### config.mk
export PLATFORM = sky130hd
export DESIGN_NAME = tt_input_debouncer_flat
export DESIGN_NICKNAME = d
export VERILOG_FILES = /design/src/rtl/tt_input_debouncer_if.sv /design/src/rtl/tt_input_debouncer.sv /design/src/flat_wrapper.sv
export SDC_FILE = /design/constraint.sdc
export NUM_CORES = 1
export LEC_CHECK = 0
export CELL_PAD_IN_SITES_DETAIL_PLACEMENT = 1
export CELL_PAD_IN_SITES_GLOBAL_PLACEMENT = 1
export CORE_MARGIN = 4
export CORE_UTILIZATION = 44
export DETAILED_ROUTE_END_ITERATION = 10
export GPL_TIMING_DRIVEN = 0
export PLACE_DENSITY = 0.84
export SYNTH_ARGS = -nofsm -noshare
export SYNTH_HDL_FRONTEND = slang
export SYNTH_SLANG_ARGS = --single-unit
### constraint.sdc
create_clock -name clk -period 2.7 [get_ports clk]
set_input_delay 0.405 -clock clk [delete_from_list [all_inputs] [get_ports clk]]
set_output_delay 0.405 -clock clk [all_outputs]
set_load 0.02 [all_outputs]
### src/rtl/tt_input_debouncer_if.sv
// Change-event channel of the input debouncer: one-entry, latest-wins,
// valid/ready handshake with a sticky overflow flag.
interface tt_input_debouncer_if #(
  parameter int WIDTH = 8
);
  logic             evt_valid;
  logic [WIDTH-1:0] evt_data;
  logic             evt_ready;
  logic             evt_overflow;

  modport master (
    output evt_valid,
    output evt_data,
    output evt_overflow,
    input  evt_ready
  );

  modport slave (
    input  evt_valid,
    input  evt_data,
    input  evt_overflow,
    output evt_ready
  );
endinterface

### src/rtl/tt_input_debouncer.sv
// Pad-input conditioner: per-bit synchroniser, per-bit debounce counter,
// clean levels with rise/fall strobes and a change-event channel.
module tt_input_debouncer #(
  parameter int WIDTH           = 8,
  parameter int SYNC_STAGES     = 2,
  parameter int DEBOUNCE_CYCLES = 16,
  parameter int CNT_W           = $clog2(DEBOUNCE_CYCLES + 1)
) (
  input  logic                  clk,
  input  logic                  rst_n,
  input  logic                  ena,
  input  logic [WIDTH-1:0]      raw_in,
  output logic [WIDTH-1:0]      clean_out,
  output logic [WIDTH-1:0]      rise_pulse,
  output logic [WIDTH-1:0]      fall_pulse,
  tt_input_debouncer_if.master  evt
);

  localparam logic [CNT_W-1:0] CNT_TERM = CNT_W'(DEBOUNCE_CYCLES - 1);
  localparam logic [CNT_W-1:0] CNT_ONE  = CNT_W'(1);

  logic [WIDTH-1:0] sync_q [SYNC_STAGES];
  logic [WIDTH-1:0] sync_d [SYNC_STAGES];
  logic [WIDTH-1:0] sync_s;

  logic [CNT_W-1:0] cnt_q [WIDTH];
  logic [CNT_W-1:0] cnt_d [WIDTH];

  logic [WIDTH-1:0] clean_q, clean_d;
  logic [WIDTH-1:0] rise_q, rise_d;
  logic [WIDTH-1:0] fall_q, fall_d;

  logic             evt_valid_q, evt_valid_d;
  logic [WIDTH-1:0] evt_data_q, evt_data_d;
  logic             evt_ovf_q, evt_ovf_d;
  logic             chg;

  // Synchroniser keeps running while ena is low so it is settled on re-enable.
  always_comb begin
    sync_d[0] = raw_in;
    for (int k = 1; k < SYNC_STAGES; k++) begin
      sync_d[k] = sync_q[k-1];
    end
  end

  assign sync_s = sync_q[SYNC_STAGES-1];

  always_ff @(posedge clk or negedge rst_n) begin
    if (!rst_n) begin
      for (int k = 0; k < SYNC_STAGES; k++) begin
        sync_q[k] <= '0;
      end
    end else begin
      for (int k = 0; k < SYNC_STAGES; k++) begin
        sync_q[k] <= sync_d[k];
      end
    end
  end

  always_comb begin
    clean_d = clean_q;
    rise_d  = '0;
    fall_d  = '0;
    for (int i = 0; i < WIDTH; i++) begin
      cnt_d[i] = cnt_q[i];
      if (!ena) begin
        cnt_d[i] = '0;
      end else if (sync_s[i] == clean_q[i]) begin
        cnt_d[i] = '0;
      end else if (cnt_q[i] == CNT_TERM) begin
        clean_d[i] = sync_s[i];
        cnt_d[i]   = '0;
        rise_d[i]  = sync_s[i];
        fall_d[i]  = ~sync_s[i];
      end else begin
        cnt_d[i] = cnt_q[i] + CNT_ONE;
      end
    end
  end

  always_ff @(posedge clk or negedge rst_n) begin
    if (!rst_n) begin
      for (int i = 0; i < WIDTH; i++) begin
        cnt_q[i] <= '0;
      end
      clean_q <= '0;
      rise_q  <= '0;
      fall_q  <= '0;
    end else begin
      for (int i = 0; i < WIDTH; i++) begin
        cnt_q[i] <= cnt_d[i];
      end
      clean_q <= clean_d;
      rise_q  <= rise_d;
      fall_q  <= fall_d;
    end
  end

  // A change arriving in the same cycle as an accept re-arms the slot with the
  // new vector; overflow only latches when the old event was still unaccepted.
  assign chg = |(clean_d ^ clean_q);

  always_comb begin
    evt_valid_d = evt_valid_q;
    evt_data_d  = evt_data_q;
    evt_ovf_d   = evt_ovf_q;
    if (evt_valid_q && evt.evt_ready) begin
      evt_valid_d = 1'b0;
      evt_ovf_d   = 1'b0;
    end
    if (chg) begin
      evt_valid_d = 1'b1;
      evt_data_d  = clean_d;
      if (evt_valid_q && !evt.evt_ready) begin
        evt_ovf_d = 1'b1;
      end
    end
  end

  always_ff @(posedge clk or negedge rst_n) begin
    if (!rst_n) begin
      evt_valid_q <= 1'b0;
      evt_data_q  <= '0;
      evt_ovf_q   <= 1'b0;
    end else begin
      evt_valid_q <= evt_valid_d;
      evt_data_q  <= evt_data_d;
      evt_ovf_q   <= evt_ovf_d;
    end
  end

  assign clean_out        = clean_q;
  assign rise_pulse       = rise_q;
  assign fall_pulse       = fall_q;
  assign evt.evt_valid    = evt_valid_q;
  assign evt.evt_data     = evt_data_q;
  assign evt.evt_overflow = evt_ovf_q;

endmodule

### src/flat_wrapper.sv
// flat-port wrapper written by rule: the top's interface ports become plain ports
module tt_input_debouncer_flat 
#(
  parameter int WIDTH           = 8,
  parameter int SYNC_STAGES     = 2,
  parameter int DEBOUNCE_CYCLES = 16,
  parameter int CNT_W           = $clog2(DEBOUNCE_CYCLES + 1)
)
  (clk, rst_n, ena, raw_in, clean_out, rise_pulse, fall_pulse, evt_evt_valid, evt_evt_data, evt_evt_overflow, evt_evt_ready);
  tt_input_debouncer_if #(.WIDTH(WIDTH)) evt_i ();
  input  logic clk;
  input  logic rst_n;
  input  logic ena;
  input  logic [WIDTH-1:0] raw_in;
  output logic [WIDTH-1:0] clean_out;
  output logic [WIDTH-1:0] rise_pulse;
  output logic [WIDTH-1:0] fall_pulse;
  output wire logic [$bits(evt_i.evt_valid)-1:0] evt_evt_valid;
  output wire logic [$bits(evt_i.evt_data)-1:0] evt_evt_data;
  output wire logic [$bits(evt_i.evt_overflow)-1:0] evt_evt_overflow;
  input wire logic [$bits(evt_i.evt_ready)-1:0] evt_evt_ready;
  assign evt_evt_valid = evt_i.evt_valid;
  assign evt_evt_data = evt_i.evt_data;
  assign evt_evt_overflow = evt_i.evt_overflow;
  assign evt_i.evt_ready = evt_evt_ready;
  tt_input_debouncer #(.WIDTH(WIDTH), .SYNC_STAGES(SYNC_STAGES), .DEBOUNCE_CYCLES(DEBOUNCE_CYCLES), .CNT_W(CNT_W)) u_core (.clk(clk), .rst_n(rst_n), .ena(ena), .raw_in(raw_in), .clean_out(clean_out), .rise_pulse(rise_pulse), .fall_pulse(fall_pulse), .evt(evt_i));
endmodule
Word level (Yosys, flattened, before mapping) --
Cells that the tools add are included.
Storage, ports and cells: bits in registers 90, input port bits 12, output and inout port bits 34
Cells by class: add/subtract/negate cells 8, equality and inequality tests 16, mux-type cells 101, bitwise gates (word level) 9, reductions and logical operators 5
Operators with widths (number):
- 2-to-1 mux 5 bit | 24
- 2-to-1 mux 1 bit | 77
- adder 5 x 1 -> 5 bit, second input constant | 8
- == test 5 x 4 -> 1 bit, second input constant | 8
- == test 1 bit | 8
- NOT 1 bit | 8
- OR reduction 8 bit | 1
- XOR 8 bit | 1
- logical AND 1 bit | 2
- nonzero test 2 bit | 1
- logical NOT 1 bit | 1

Logic depth before layout (Yosys ltp) --
word-level depth 7, depth in mapped cells 6, depth with buffers taken out 6

Worst setup path after synthesis --
No wires, ideal clock.
kind reg2reg, from reg u_core.cnt_q[15] (netlist bit), to reg u_core.evt_data_q[0] (netlist: u_core.evt.evt_data[0]), setup time 125 ps, arrival time 1965 ps, setup slack 610 ps, stages on the path, launching flop included 7, cell sequence dfrtp_1 > ha_1 > and4b_2 > nand3_1 > nand4_1 > a2111oi_4 > mux2_2
Between the ends: cells in the longest elaborated chain, start to end 6
RTL lines:
- from (decl) | line tt_input_debouncer.sv:26 | logic [CNT_W-1:0] cnt_q [WIDTH];
- from (signal, indexed assignment) | line tt_input_debouncer.sv:91 | cnt_q[i] <= cnt_d[i];
- == test 5 x 4 -> 1 bit | line tt_input_debouncer.sv:70 | end else if (cnt_q[i] == CNT_TERM) begin
- 2-to-1 mux 1 bit | line tt_input_debouncer.sv:70
- 2-to-1 mux 1 bit | line tt_input_debouncer.sv:68 | end else if (sync_s[i] == clean_q[i]) begin
- 2-to-1 mux 1 bit | line tt_input_debouncer.sv:66 | if (!ena) begin
- XOR 8 bit | line tt_input_debouncer.sv:101 | assign chg = |(clean_d ^ clean_q);
- OR reduction 8 bit | line tt_input_debouncer.sv:101
- to (signal assigned) | line tt_input_debouncer.sv:127 | evt_data_q <= evt_data_d;
- to (decl) | line tt_input_debouncer.sv:34 | logic [WIDTH-1:0] evt_data_q, evt_data_d;
Every way passes these cells. A chain may end at the register's enable or synchronous reset.

Final worst setup path --
from reg u_core.cnt_q[15] (netlist bit), to reg u_core.evt_data_q[4] (netlist: u_core.evt.evt_data[4])
Between the ends: cells in the longest elaborated chain, start to end 6
RTL lines (line):
- == test 5 x 4 -> 1 bit (*) | tt_input_debouncer.sv:70
- 2-to-1 mux 1 bit (*) | tt_input_debouncer.sv:70
- 2-to-1 mux 1 bit (*) | tt_input_debouncer.sv:68
- 2-to-1 mux 1 bit (*) | tt_input_debouncer.sv:66
- XOR 8 bit | tt_input_debouncer.sv:101
- OR reduction 8 bit | tt_input_debouncer.sv:101
Every way passes the cells marked *; elsewhere a longest branch is shown, timed or not.

==> insert_results.sql <==
INSERT INTO impl_metrics (metric_group, metric, value, unit) VALUES
('setup_path', 'worst-path-buf-inv', '0', ''),
('clock_network', 'ctsRootBufferMaster', 'sky130_fd_sc_hd__clkbuf_8', ''),
('flow_run', 'max_cap_viols', '0', ''),
('sta', 'slew_headroom', '33.0', '%'),
('sta', 'final-hold-violation-count', '0', ''),
('final_layout', 'post_route_cells_drive_above_1_share', '11.1', '%'),
('placement', 'post-dp-hpwl', '4.85', 'mm'),
('sta', 'final.setup.tns', '0', 'ns'),
('yosys', 'ys_warn_count', '0', ''),
('floorplan', 'dieWidth', '96.2', 'um'),
('sta', 'layout_worst_path_cycle_share', '94.7', '%'),
('sta', 'final-max-slew-violation-count', '0', ''),
('setup_path', 'cpPeakStageDelay', '0.82', 'ns'),
('sta', 'timing.final.crit_period', '2.56', 'ns'),
('setup_path', 'crit_end_category', 'flip-flop', ''),
('yosys', 'synthesis.instances', '271', ''),
('sta', 'grt_setup_unrepaired', 'no', ''),
('detailed_routing', 'routed_via_density', '5.03', ''),
('detailed_routing', 'detailroute.via_count', '2171', ''),
('final_layout', 'most_frequent_standard_cell_in_the_layout_excluding_fill_and_tap_cells', 'sky130_fd_sc_hd__dfrtp_1', ''),
('final_layout', 'layout_common_cells', '90 x sky130_fd_sc_hd__dfrtp_1, 43 x sky130_fd_sc_hd__clkdlybuf4s50_1, 37 x sky130_fd_sc_hd__nor2_1', ''),
('status', 'outcome', 'finished, final reports clean', ''),
('clock_network', 'clk_pin_slew_worst_paths', '0.08', 'ns'),
('clock_network', 'cts_max_level', '3', ''),
('sta', 'final_report_setup_violation_count', '0', ''),
('yosys', 'ys_top_cells_by_area', 'sky130_fd_sc_hd__dfrtp_1 66%, sky130_fd_sc_hd__mux2_2 5.3%, sky130_fd_sc_hd__xor2_1 5.1%', ''),
('final_layout', 'num-nets-final', '348', ''),
('yosys', 'yosysSeqAreaShare', '65.8', '%'),
('grt', 'met2_track_demand_over_resource_in_global_routing', '27.3', '%'),
('power_and_ir_drop', 'leakagePower', '2.04', 'nW'),
('final_layout', 'seqCellArea', '2250', 'sq um'),
('setup_path', 'path_cells', 'ha_1, and4b_2, nand3_1, nand4_1, a2111oi_4, mux2_2', ''),
('grt', 'grt.overflow.total', '0', ''),
('placement', 'placement.cell_area', '4010', 'sq um'),
('clock_network', 'tritoncts.num_buffers', '9', ''),
('yosys', 'syn-mean-instance-area', '12.6', 'sq um'),
('placement', 'placedCellCount', '415', ''),
('setup_path', 'worst-endpoint-arrival', '2.79', 'ns'),
('grt', 'globalRouteMet3Util', '3.83', '%'),
('clock_network', 'cts_tree', 'built', ''),
('detailed_routing', 'detail_route.drc_violations', '0', ''),
('floorplan', 'site_row_count', '31', ''),
('yosys', 'synthesis.nets', '291', ''),
('clock_network', 'cts_repair_resize_count', '0', ''),
('grt', 'grt-busiest-layer', 'met2', ''),
('hold_path', 'worstHoldPathType', 'reg2reg', ''),
('clock_network', 'cts_sinks', '90', ''),
('final_layout', 'antenna_cells_inserted', '0', ''),
('floorplan', 'dieHeight', '96.2', 'um'),
('floorplan', 'fp.coreArea', '7410', 'sq um'),
('sta', 'timing.clock.skew', '0.00976', 'ns'),
('floorplan', 'i_o_pin_total', '46', ''),
('sta', 'max_fclk', '0.391', 'GHz'),
('final_layout', 'fin_cells', '432', ''),
('grt', 'antenna_violations_before_repair', '0', ''),
('clock_network', 'worst_skew_pair.late_latency', '0.35', 'ns'),
('hold_path', 'hp-start', 'u_core.sync_d[1]', ''),
('detailed_routing', 'finalWirelength', '6.74', 'mm'),
('yosys', 'synth.top_cell.area_share', '65.8', '%'),
('final_layout', 'fin_area', '4200', 'sq um'),
('sta', 'max_slew.worst_pin.slew', '1.01', 'ns'),
('clock_network', 'cts_setup_buffers', '0', ''),
('floorplan', 'floorplan.initialDensity', '46.2', '%'),
('final_layout', 'syn_to_final_growth', '22.7', '%'),
('placement', 'io_buf_count', '44', ''),
('setup_path', 'required_time_reported_for_the_critical_path_endpoint', '2.93', 'ns'),
('grt', 'grt_start_max_net_pins', '71', ''),
('grt', 'grt_usage', '16.7', '%'),
('power_and_ir_drop', 'vdd.ir_drop.worst', '0.309', 'mV'),
('setup_path', 'critical_path.slowest_cell', 'sky130_fd_sc_hd__a2111oi_4', ''),
('floorplan', 'die-area', '9260', 'sq um');
==> cells by family after synthesis <==
family / synth area share, %
simple gates: 16.8
xor+xnor: 6.14
fa+ha+maj: 2.92
mux: 5.26
buf+inv: 1.21
flops: 65.8
compound gates: 1.94
==> report_power, final <==
| part | total [mW] | switching [mW] | internal, mW |
|---|---|---|---|
| combinational | 0.0929 | 0.0589 | 0.0340 |
| sequential | 1.39 | 0.0174 | 1.37 |
| clock | 0.870 | 0.442 | 0.427 |
==> state kept, by name, indices dropped and copies added (netlist names), named ones only <==
name / count
u_core.clean_out: 8
u_core.cnt_q: 40
u_core.evt.evt_data: 8
u_core.evt.evt_valid: 1
u_core.fall_pulse: 8
u_core.rise_pulse: 8
u_core.sync_d: 8
u_core.sync_s: 8
==> cells in the mapped netlist <==
library cell / count
sky130_fd_sc_hd__a2111oi_4: 1
sky130_fd_sc_hd__a21boi_0: 1
sky130_fd_sc_hd__and2_1: 3
sky130_fd_sc_hd__and2_2: 1
sky130_fd_sc_hd__and3_1: 11
sky130_fd_sc_hd__and4b_1: 2
sky130_fd_sc_hd__and4b_2: 1
sky130_fd_sc_hd__and4b_4: 1
sky130_fd_sc_hd__clkbuf_1: 3
sky130_fd_sc_hd__dfrtp_1: 90
sky130_fd_sc_hd__ha_1: 8
sky130_fd_sc_hd__inv_1: 8
sky130_fd_sc_hd__mux2_2: 16
sky130_fd_sc_hd__nand2_1: 17
sky130_fd_sc_hd__nand2b_1: 1
sky130_fd_sc_hd__nand3_1: 23
sky130_fd_sc_hd__nand4_1: 1
sky130_fd_sc_hd__nor2_1: 37
sky130_fd_sc_hd__nor3_1: 5
sky130_fd_sc_hd__nor3b_1: 8
sky130_fd_sc_hd__o21ai_0: 5
sky130_fd_sc_hd__o22ai_1: 1
sky130_fd_sc_hd__or2_2: 3
sky130_fd_sc_hd__xnor2_1: 4
sky130_fd_sc_hd__xor2_1: 20
==> metrics by stage <==
stage | total power, mW | worst slack (ns) | hold slack [ns]
after floorplan | 1.45 | 0.610 | 0.109
after global routing | 2.46 | 0.0164 | 0.366
after CTS | 2.37 | 0.0688 | 0.354
after global placement | 1.50 | -1.94 | 0.332
after detailed placement | 1.51 | 0.0939 | 0.319
final | 2.35 | 0.142 | 0.352
==> path summary, 6_finish.rpt <==
path                                     endpoint  slack, ns  cells past startpoint
max                        u_core.evt.evt_data[4]       0.14                      6
min                              u_core.sync_s[1]       0.35                      0
max reg2reg                u_core.evt.evt_data[4]       0.14                      6
min reg2reg                      u_core.sync_s[1]       0.35                      0
max in group asynchronous         u_core.cnt_q[9]       1.60                      3
min in group asynchronous    u_core.fall_pulse[4]       0.49                      2
==> routing by layer <==
metal  vias up  part of all wire [%]
li1       1025                     -
met1      1106                    45
met2        34                    50
met3         6                   3.4
met4         0                   1.1
met5         -                     0
==> what timing repair did <==
| item | 4_1_cts | 5_1_grt |
|---|---|---|
| setup endpoints to repair | 0 | 8 |
| hold endpoints to repair | 20 | 0 |
| hold buffers | 1 | 0 |
==> layout make-up <==
type,instances,share of cell area [%]
buffer,3,0.268
clock inverter,3,0.953
inverter,8,0.714
tap,99,2.95
multi-input combinational,170,26.9
timing repair buffer,46,11.3
sequential,90,53.6
clock buffer,13,3.30
Power figures use the tool's default switching activity.
